<file path="config.mk">
export PLATFORM = sky130hd
export DESIGN_NAME = branch_reservation_station
export DESIGN_NICKNAME = d
export VERILOG_FILES = /design/src/rtl/branch_reservation_station.sv
export SDC_FILE = /design/constraint.sdc
export NUM_CORES = 1
export LEC_CHECK = 0
export ABC_AREA = 1
export CAP_MARGIN = 20
export CELL_PAD_IN_SITES_DETAIL_PLACEMENT = 0
export CELL_PAD_IN_SITES_GLOBAL_PLACEMENT = 2
export CORE_MARGIN = 5
export CORE_UTILIZATION = 34
export CTS_CLUSTER_DIAMETER = 50
export DETAILED_ROUTE_END_ITERATION = 12
export DONT_BUFFER_PORTS = 1
export PLACE_DENSITY_LB_ADDON = 0.1
export SLEW_MARGIN = 20
export SYNTH_ARGS = -nofsm -noshare
export SYNTH_HDL_FRONTEND = slang
export SYNTH_SLANG_ARGS = --single-unit
</file>
<file path="constraint.sdc">
create_clock -name clk -period 11.35 [get_ports clk]
set_clock_uncertainty 0.15 [all_clocks]
set_input_delay 2.8375 -clock clk [delete_from_list [all_inputs] [get_ports clk]]
set_output_delay 2.8375 -clock clk [all_outputs]
set_load 0.02 [all_outputs]
</file>
<file path="src/rtl/branch_reservation_station.sv">
// Branch reservation station: age-ordered compacting queue of branch ops waiting
// on operands, with CDB wakeup/forwarding and one registered issue per cycle.
module branch_reservation_station #(
    parameter int DEPTH = 4
) (
    input  logic        clk,
    input  logic        reset,
    input  logic        flush,
    input  logic        disp_valid,
    output logic        disp_ready,
    input  logic [3:0]  disp_opcode,
    input  logic [3:0]  disp_rob_index,
    input  logic [8:0]  disp_i,
    input  logic        disp_t_rdy,
    input  logic        disp_a_rdy,
    input  logic        disp_b_rdy,
    input  logic [3:0]  disp_t_tag,
    input  logic [3:0]  disp_a_tag,
    input  logic [3:0]  disp_b_tag,
    input  logic [15:0] disp_t_val,
    input  logic [15:0] disp_a_val,
    input  logic [15:0] disp_b_val,
    input  logic        cdb_valid,
    input  logic [3:0]  cdb_tag,
    input  logic [15:0] cdb_value,
    output logic        out_valid,
    output logic [3:0]  out_opcode,
    output logic [3:0]  out_rob_index,
    output logic [15:0] out_vt,
    output logic [15:0] out_va,
    output logic [15:0] out_vb,
    output logic [8:0]  out_i
);
    localparam int CW = $clog2(DEPTH + 1);

    typedef struct packed {
        logic        rdy;
        logic [3:0]  tag;
        logic [15:0] val;
    } operand_t;

    typedef struct packed {
        logic [3:0] opcode;
        logic [3:0] rob;
        logic [8:0] imm;
        operand_t   t;
        operand_t   a;
        operand_t   b;
    } entry_t;

    // Handshake: a dispatch is accepted on a rising edge when disp_valid && disp_ready
    // && !flush; disp_ready depends only on registered count. The issue side has no
    // ready: the branch unit takes every out_valid beat.
    entry_t        ent_q [DEPTH];
    entry_t        ent_d [DEPTH];
    entry_t        woke  [DEPTH];
    entry_t        new_ent;
    entry_t        sel_ent;
    logic [CW-1:0] count_q;
    logic [CW-1:0] count_d;
    logic [CW-1:0] wr_idx;
    logic          issue;
    logic          do_disp;
    int            sel_idx;

    function automatic operand_t wake(input operand_t o, input logic v,
                                      input logic [3:0] tag, input logic [15:0] val);
        wake = o;
        if (v && !o.rdy && o.tag == tag) begin
            wake.rdy = 1'b1;
            wake.val = val;
        end
    endfunction

    assign disp_ready = (count_q < CW'(DEPTH));
    assign do_disp    = disp_valid && disp_ready && !flush;

    always_comb begin
        issue   = 1'b0;
        sel_idx = 0;
        sel_ent = '0;
        // Scan from the top so the lowest-index (oldest) eligible entry wins.
        for (int i = DEPTH - 1; i >= 0; i--) begin
            if (CW'(i) < count_q && ent_q[i].t.rdy && ent_q[i].a.rdy && ent_q[i].b.rdy) begin
                issue   = 1'b1;
                sel_idx = i;
                sel_ent = ent_q[i];
            end
        end

        for (int i = 0; i < DEPTH; i++) begin
            woke[i]   = ent_q[i];
            woke[i].t = wake(ent_q[i].t, cdb_valid, cdb_tag, cdb_value);
            woke[i].a = wake(ent_q[i].a, cdb_valid, cdb_tag, cdb_value);
            woke[i].b = wake(ent_q[i].b, cdb_valid, cdb_tag, cdb_value);
        end

        for (int j = 0; j < DEPTH - 1; j++)
            ent_d[j] = (issue && j >= sel_idx) ? woke[j + 1] : woke[j];
        ent_d[DEPTH - 1] = woke[DEPTH - 1];

        new_ent.opcode = disp_opcode;
        new_ent.rob    = disp_rob_index;
        new_ent.imm    = disp_i;
        new_ent.t      = wake({disp_t_rdy, disp_t_tag, disp_t_val}, cdb_valid, cdb_tag, cdb_value);
        new_ent.a      = wake({disp_a_rdy, disp_a_tag, disp_a_val}, cdb_valid, cdb_tag, cdb_value);
        new_ent.b      = wake({disp_b_rdy, disp_b_tag, disp_b_val}, cdb_valid, cdb_tag, cdb_value);

        wr_idx = issue ? count_q - CW'(1) : count_q;
        if (do_disp) begin
            for (int j = 0; j < DEPTH; j++)
                if (CW'(j) == wr_idx) ent_d[j] = new_ent;
        end

        count_d = count_q;
        if (issue)   count_d = count_d - CW'(1);
        if (do_disp) count_d = count_d + CW'(1);
    end

    always_ff @(posedge clk) begin
        if (reset) begin
            count_q       <= '0;
            out_valid     <= 1'b0;
            out_opcode    <= '0;
            out_rob_index <= '0;
            out_vt        <= '0;
            out_va        <= '0;
            out_vb        <= '0;
            out_i         <= '0;
            for (int i = 0; i < DEPTH; i++) ent_q[i] <= '0;
        end else if (flush) begin
            count_q   <= '0;
            out_valid <= 1'b0;
        end else begin
            count_q   <= count_d;
            out_valid <= issue;
            for (int i = 0; i < DEPTH; i++) ent_q[i] <= ent_d[i];
            if (issue) begin
                out_opcode    <= sel_ent.opcode;
                out_rob_index <= sel_ent.rob;
                out_vt        <= sel_ent.t.val;
                out_va        <= sel_ent.a.val;
                out_vb        <= sel_ent.b.val;
                out_i         <= sel_ent.imm;
            end
        end
    end
endmodule

</file>
# Word level (Yosys, flattened, before mapping)
# Memories as Yosys holds them, arrays and structs flattened.
# Index checks and enable logic that the tools add are counted.
# W data, S select, Z words.
[op_classes]
n_reduce_logical = 66
eq_ne = 18
n_mux = 61
bitwise_logic = 5
add_sub_neg = 2
n_lt_le_gt_ge = 8
[ops]
columns = ["operator", "count"]
rows = [
  ["$mux W80", 15],
  ["$mux W320", 1],
  ["$mux W16", 15],
  ["$mux W32", 3],
  ["$eq A4 B4 Y1", 15],
  ["$logic_and A1 B1 Y1", 47],
  ["$ge A1 B32 Y1 const A", 1],
  ["$ge A2 B32 Y1 const A", 1],
  ["$ge A3 B32 Y1 const A", 1],
  ["$mux W1", 24],
  ["$logic_not A1 Y1", 16],
  ["$eq A2 B3 Y1 const A", 2],
  ["$lt A1 B3 Y1 const A", 2],
  ["$lt A2 B3 Y1 const A", 2],
  ["$mux W3", 2],
  ["$or A1 B1 Y1", 4],
  ["$add A3 B1 Y3 const B", 1],
  ["$eq A1 B3 Y1 const A", 1],
  ["$logic_not A3 Y1", 1],
  ["$lt A3 B3 Y1 const B", 1],
  ["$sub A3 B1 Y3 const B", 1],
  ["$mux W2", 1],
  ["$reduce_and A2 Y1", 1],
  ["$reduce_or A2 Y1", 1],
  ["$not A1 Y1", 1],
]
[totals]
input_bits = 105
word_cells = 169
ram_bits = 320
out_inout_bits = 67
n_memories = 1
reg_bits = 69
[memory_table]
columns = ["memory", "words", "width", "read_ports", "rd_ports_with_merged_regs", "wr", "line", "source"]
rows = [
  ["ent_q", 4, 80, 4, 0, 4, "54", "entry_t ent_q [DEPTH];"],
]

# Longest topological paths before layout
[depth]
ltp_word = 14
depth_mapped = 20
mapped_depth_nobuf = 18

# Worst setup path after synthesis
# No wires, ideal clock.
[synth_path]
kind = "in2reg"
startpoint = "in reset"
endpoint = "mem ent_q[0][0] (netlist bit) (enable)"
path_stages = 4
n_path_buf = 2
arrival_ns = 8.116
setup_time_ns = 2.177
path_slack_ns = 0.907
t_required_ns = 9.023
path_cell_list = "buf_2 > clkinv_1 > clkbuf_1 > nand2_1"
[synth_rtl]
columns = ["element", "line", "source"]
rows = [
  ["from (decl)", "7", "input logic reset,"],
  ["to (decl)", "54", ""],
]

==> flow_summary.toml <==
[synthesis]
yosysWarnings = 0
syn_area_per_cell_um2 = 6.45
yosys.cell_types.count = 34
synth_commonest_cells = "nand2_1, nor2_1, nand3_1"
netlist_area_um2 = 28600
synth.top_cell.area_share_pct = 33.6
synth_edf_count = 320
synth_ff_type = "edfxtp_1"
synth.most_common_cell = "nand2_1"
syn_nets = 4548
synth-seq-area-share_pct = 38.4
synthArstFlopShare_pct = 0
synth_top_cell_by_area = "edfxtp_1"
syn_inst = 4436
synth_area_leaders = "edfxtp_1, nand2_1, nand3_1, nor2_1, inv_1"
synth-seq-cells = 389

[clock_network]
clock_sinks = 389
clk_pin_slew_ns = 0.05
numCtsBuffers = 83
root_buffer = "clkbuf_16"
cts_tree = "done"
postCtsSetupBuffers = 0
cts_hold_buf = 0
cts_max_level = 3
clockBufferDepth = 3
post_cts_resized = 0
clk_latency_ns = 0.62

[global_routing]
grt.met1_usage_pct = 36.7
grt_max_degree = 178
grtUsageTotal_pct = 27.2
top_usage_layer = "met2"
gr-usage-met2_pct = 46.0
globalRouteMet3Util_pct = 4.07
grt_pass1_vias = 27900
grt_pass1_wl_um = 187000
gr-total-overflow = 0
antenna_found_initial = 5

[timing]
max_slew_margin_pct = 17.7
slew_viol_final = 0
hold_viol = 0
period_share_pct = 48.8
setup_viol = 0
fin_setup_tns_ns = 0
timing.hold.ws_ns = 0.415
worstMarginPinSlew_ns = 1.23
max_freq_mhz = 181
rsz0062_at_grt = "no"
period_needed_ns = 5.54

[route]
wl_per_cell_um = 23.4
first_pass_iters = 5
drc = 0
via_per_inst = 5.36
via_count = 29000
drt_wl_total_um = 127000
ant_nets = 0
drt_iter0_drc = 2546

[power_and_ir_drop]
p_int_uw = 3520
p_sw_uw = 1360
switching_share_pct = 27.9
peakVddDrop_uv = 108
power_frac_seq_pct = 34.5
p_leak_uw = 0.0147
p_per_area_nw_per_um2 = 153
comb_power_share_pct = 11.9
pwr-share-clk_pct = 53.7

[critical_path]
crit_type = "flip-flop to flip-flop"
crit_chain = "inv_2 -> nand3_2 -> nand2_8 -> buf_4 -> inv_2 -> nor2_4 -> buf_4 -> inv_4 -> buf_4 -> buf_4 -> nand3_1 -> nand2_1 -> nor2_1 -> nor2_1"
cp_data_arrival_time_ns = 5.77
cpLargestDelayFamily = "buffers and inverters"
crit_fanout = 116
crit_path_end_kind = "flip-flop"
cpPeakStageDelay_ns = 0.80
cpMaxStageDelayCell = "buf_4"
rr_endpoint = "ent_q[1][49]$_SDFFCE_PN0P_"
reg2reg_depth = 14
required_ns = 11.58
rr_startpoint = "count_q[2]$_SDFF_PN0_"
path_common_cell = "buf_4"
start_kind = "flip-flop"
critPathBufInv = 7
cp.depth = 14
r2r_slack_ns = 5.81

[worst_hold_path]
min_to = "out_vb[15]$_SDFFE_PP0P_"
hold_path.class = "flip-flop to flip-flop"
hp-start = "out_vb[15]$_SDFFE_PP0P_"
holdPathStages = 2

[place]
gp_congestion = 0.806
numPortBuffers = 0
dpl.hpwl_um = 72700
dp_cells = 5250

[floorplan]
die-height_um = 300
core_um2 = 83600
floorplan.initialDensity_pct = 34.3
pin_count = 172
dieArea_um2 = 90100
die_x_um = 300
fp-row-count = 106

[cells_and_area]
syn_to_final_growth_pct = 11.5
drive_gt1_share_pct = 6.82
layout.nets = 4367
final-instance-count-excl-fill = 5407
fillers = 9130

[outcome]
status = "finished, final reports clean"

[run]
max_cap_viol_count = 0
==> state kept, by name, indices dropped and copies added (netlist names) <==
| name | flops |
|---|---|
| ent_q | 320 |
| out_va | 16 |
| out_vb | 16 |
| out_vt | 16 |
| out_i | 9 |
| out_opcode | 4 |
| out_rob_index | 4 |
| count_q | 3 |
| out_valid | 1 |
==> per-layer routing <==
metal  share of wire, %  wire length, um  vias to the layer above
met3                6.4             8050                      204
met1                 44            56000                    13800
met5              0.020               25                        -
met2                 47            59000                      991
met4                2.7             3390                        4
li1                   -                -                    14000
==> placed cells by master, fill, tap and decap left out, drive strengths merged, types with 45 or more instances in the layout <==
cell	n
clkbuf	111
inv	397
o211ai	45
buf	55
nand4	113
nand2	1457
a31oi	46
nor2	819
nand3	634
o21ai	76
dfxtp	69
edfxtp	320
a21oi	99
==> kinds of logic after synthesis <==
group / synth area share, %
adder cells (fa/ha/maj): 0.306
AND/OR/NAND/NOR: 45.0
buffers and inverters: 10.6
AO/OA/AOI/OAI: 5.47
XOR/XNOR: 0.184
flip-flops: 38.4
==> area by class of cell <==
type	instances	area, um2	share of cell area, %
multi-input cells	3330	14700	46.0
inverters	396	1500	4.69
clock inverters	44	579	1.81
clock buffers	111	2370	7.42
well taps	1080	1350	4.23
flip-flops and latches	389	11000	34.4
diodes	2	5.00	0.0157
repair buffers	55	438	1.37
==> power by group through the flow <==
stage	Combinational (uW)	Clock, uW	Sequential [uW]
floorplan	398	0	1710
global placement	575	0	1710
detailed placement	571	0	1710
CTS	574	2660	1680
global route	638	2720	1690
finish	579	2620	1680
==> per-stage QoR <==
step                area, um2  setup slack (ns)  utilization, %  total power [uW]
finish                  31900              5.81            38.2              4880
global route            31900              5.45            38.2              5050
CTS                     31900              5.81            38.2              4920
detailed placement      29000              5.69            34.7              2280
global placement        29000              5.74            34.7              2280
floorplan               28600             0.907               -              2110
==> worst register-to-register path, delay by kind of cell, from the launching register on <==
family / cells / cell delay (ns)
buffers and inverters: 7 / 3.39
and+or+nand+nor: 7 / 1.39
DFF: 1 / 0.37
==> worst max-delay path by stage <==
| stage | from | end | slack [ns] |
|---|---|---|---|
| 2_1_floorplan | reset | ent_q[0][0]$_SDFFCE_PN0P_ | 0.91 |
| 3_3_place_gp | flush | ent_q[1][58]$_SDFFCE_PN0P_ | 5.74 |
| 3_5_place_dp | flush | ent_q[1][58]$_SDFFCE_PN0P_ | 5.69 |
| 4_1_cts | count_q[2]$_SDFF_PN0_ | ent_q[1][49]$_SDFFCE_PN0P_ | 5.81 |
| 5_1_grt | count_q[2]$_SDFF_PN0_ | ent_q[1][50]$_SDFFCE_PN0P_ | 5.45 |
| 6_report | count_q[2]$_SDFF_PN0_ | ent_q[1][49]$_SDFFCE_PN0P_ | 5.81 |
Note: power is estimated with default switching activity, not from simulation.
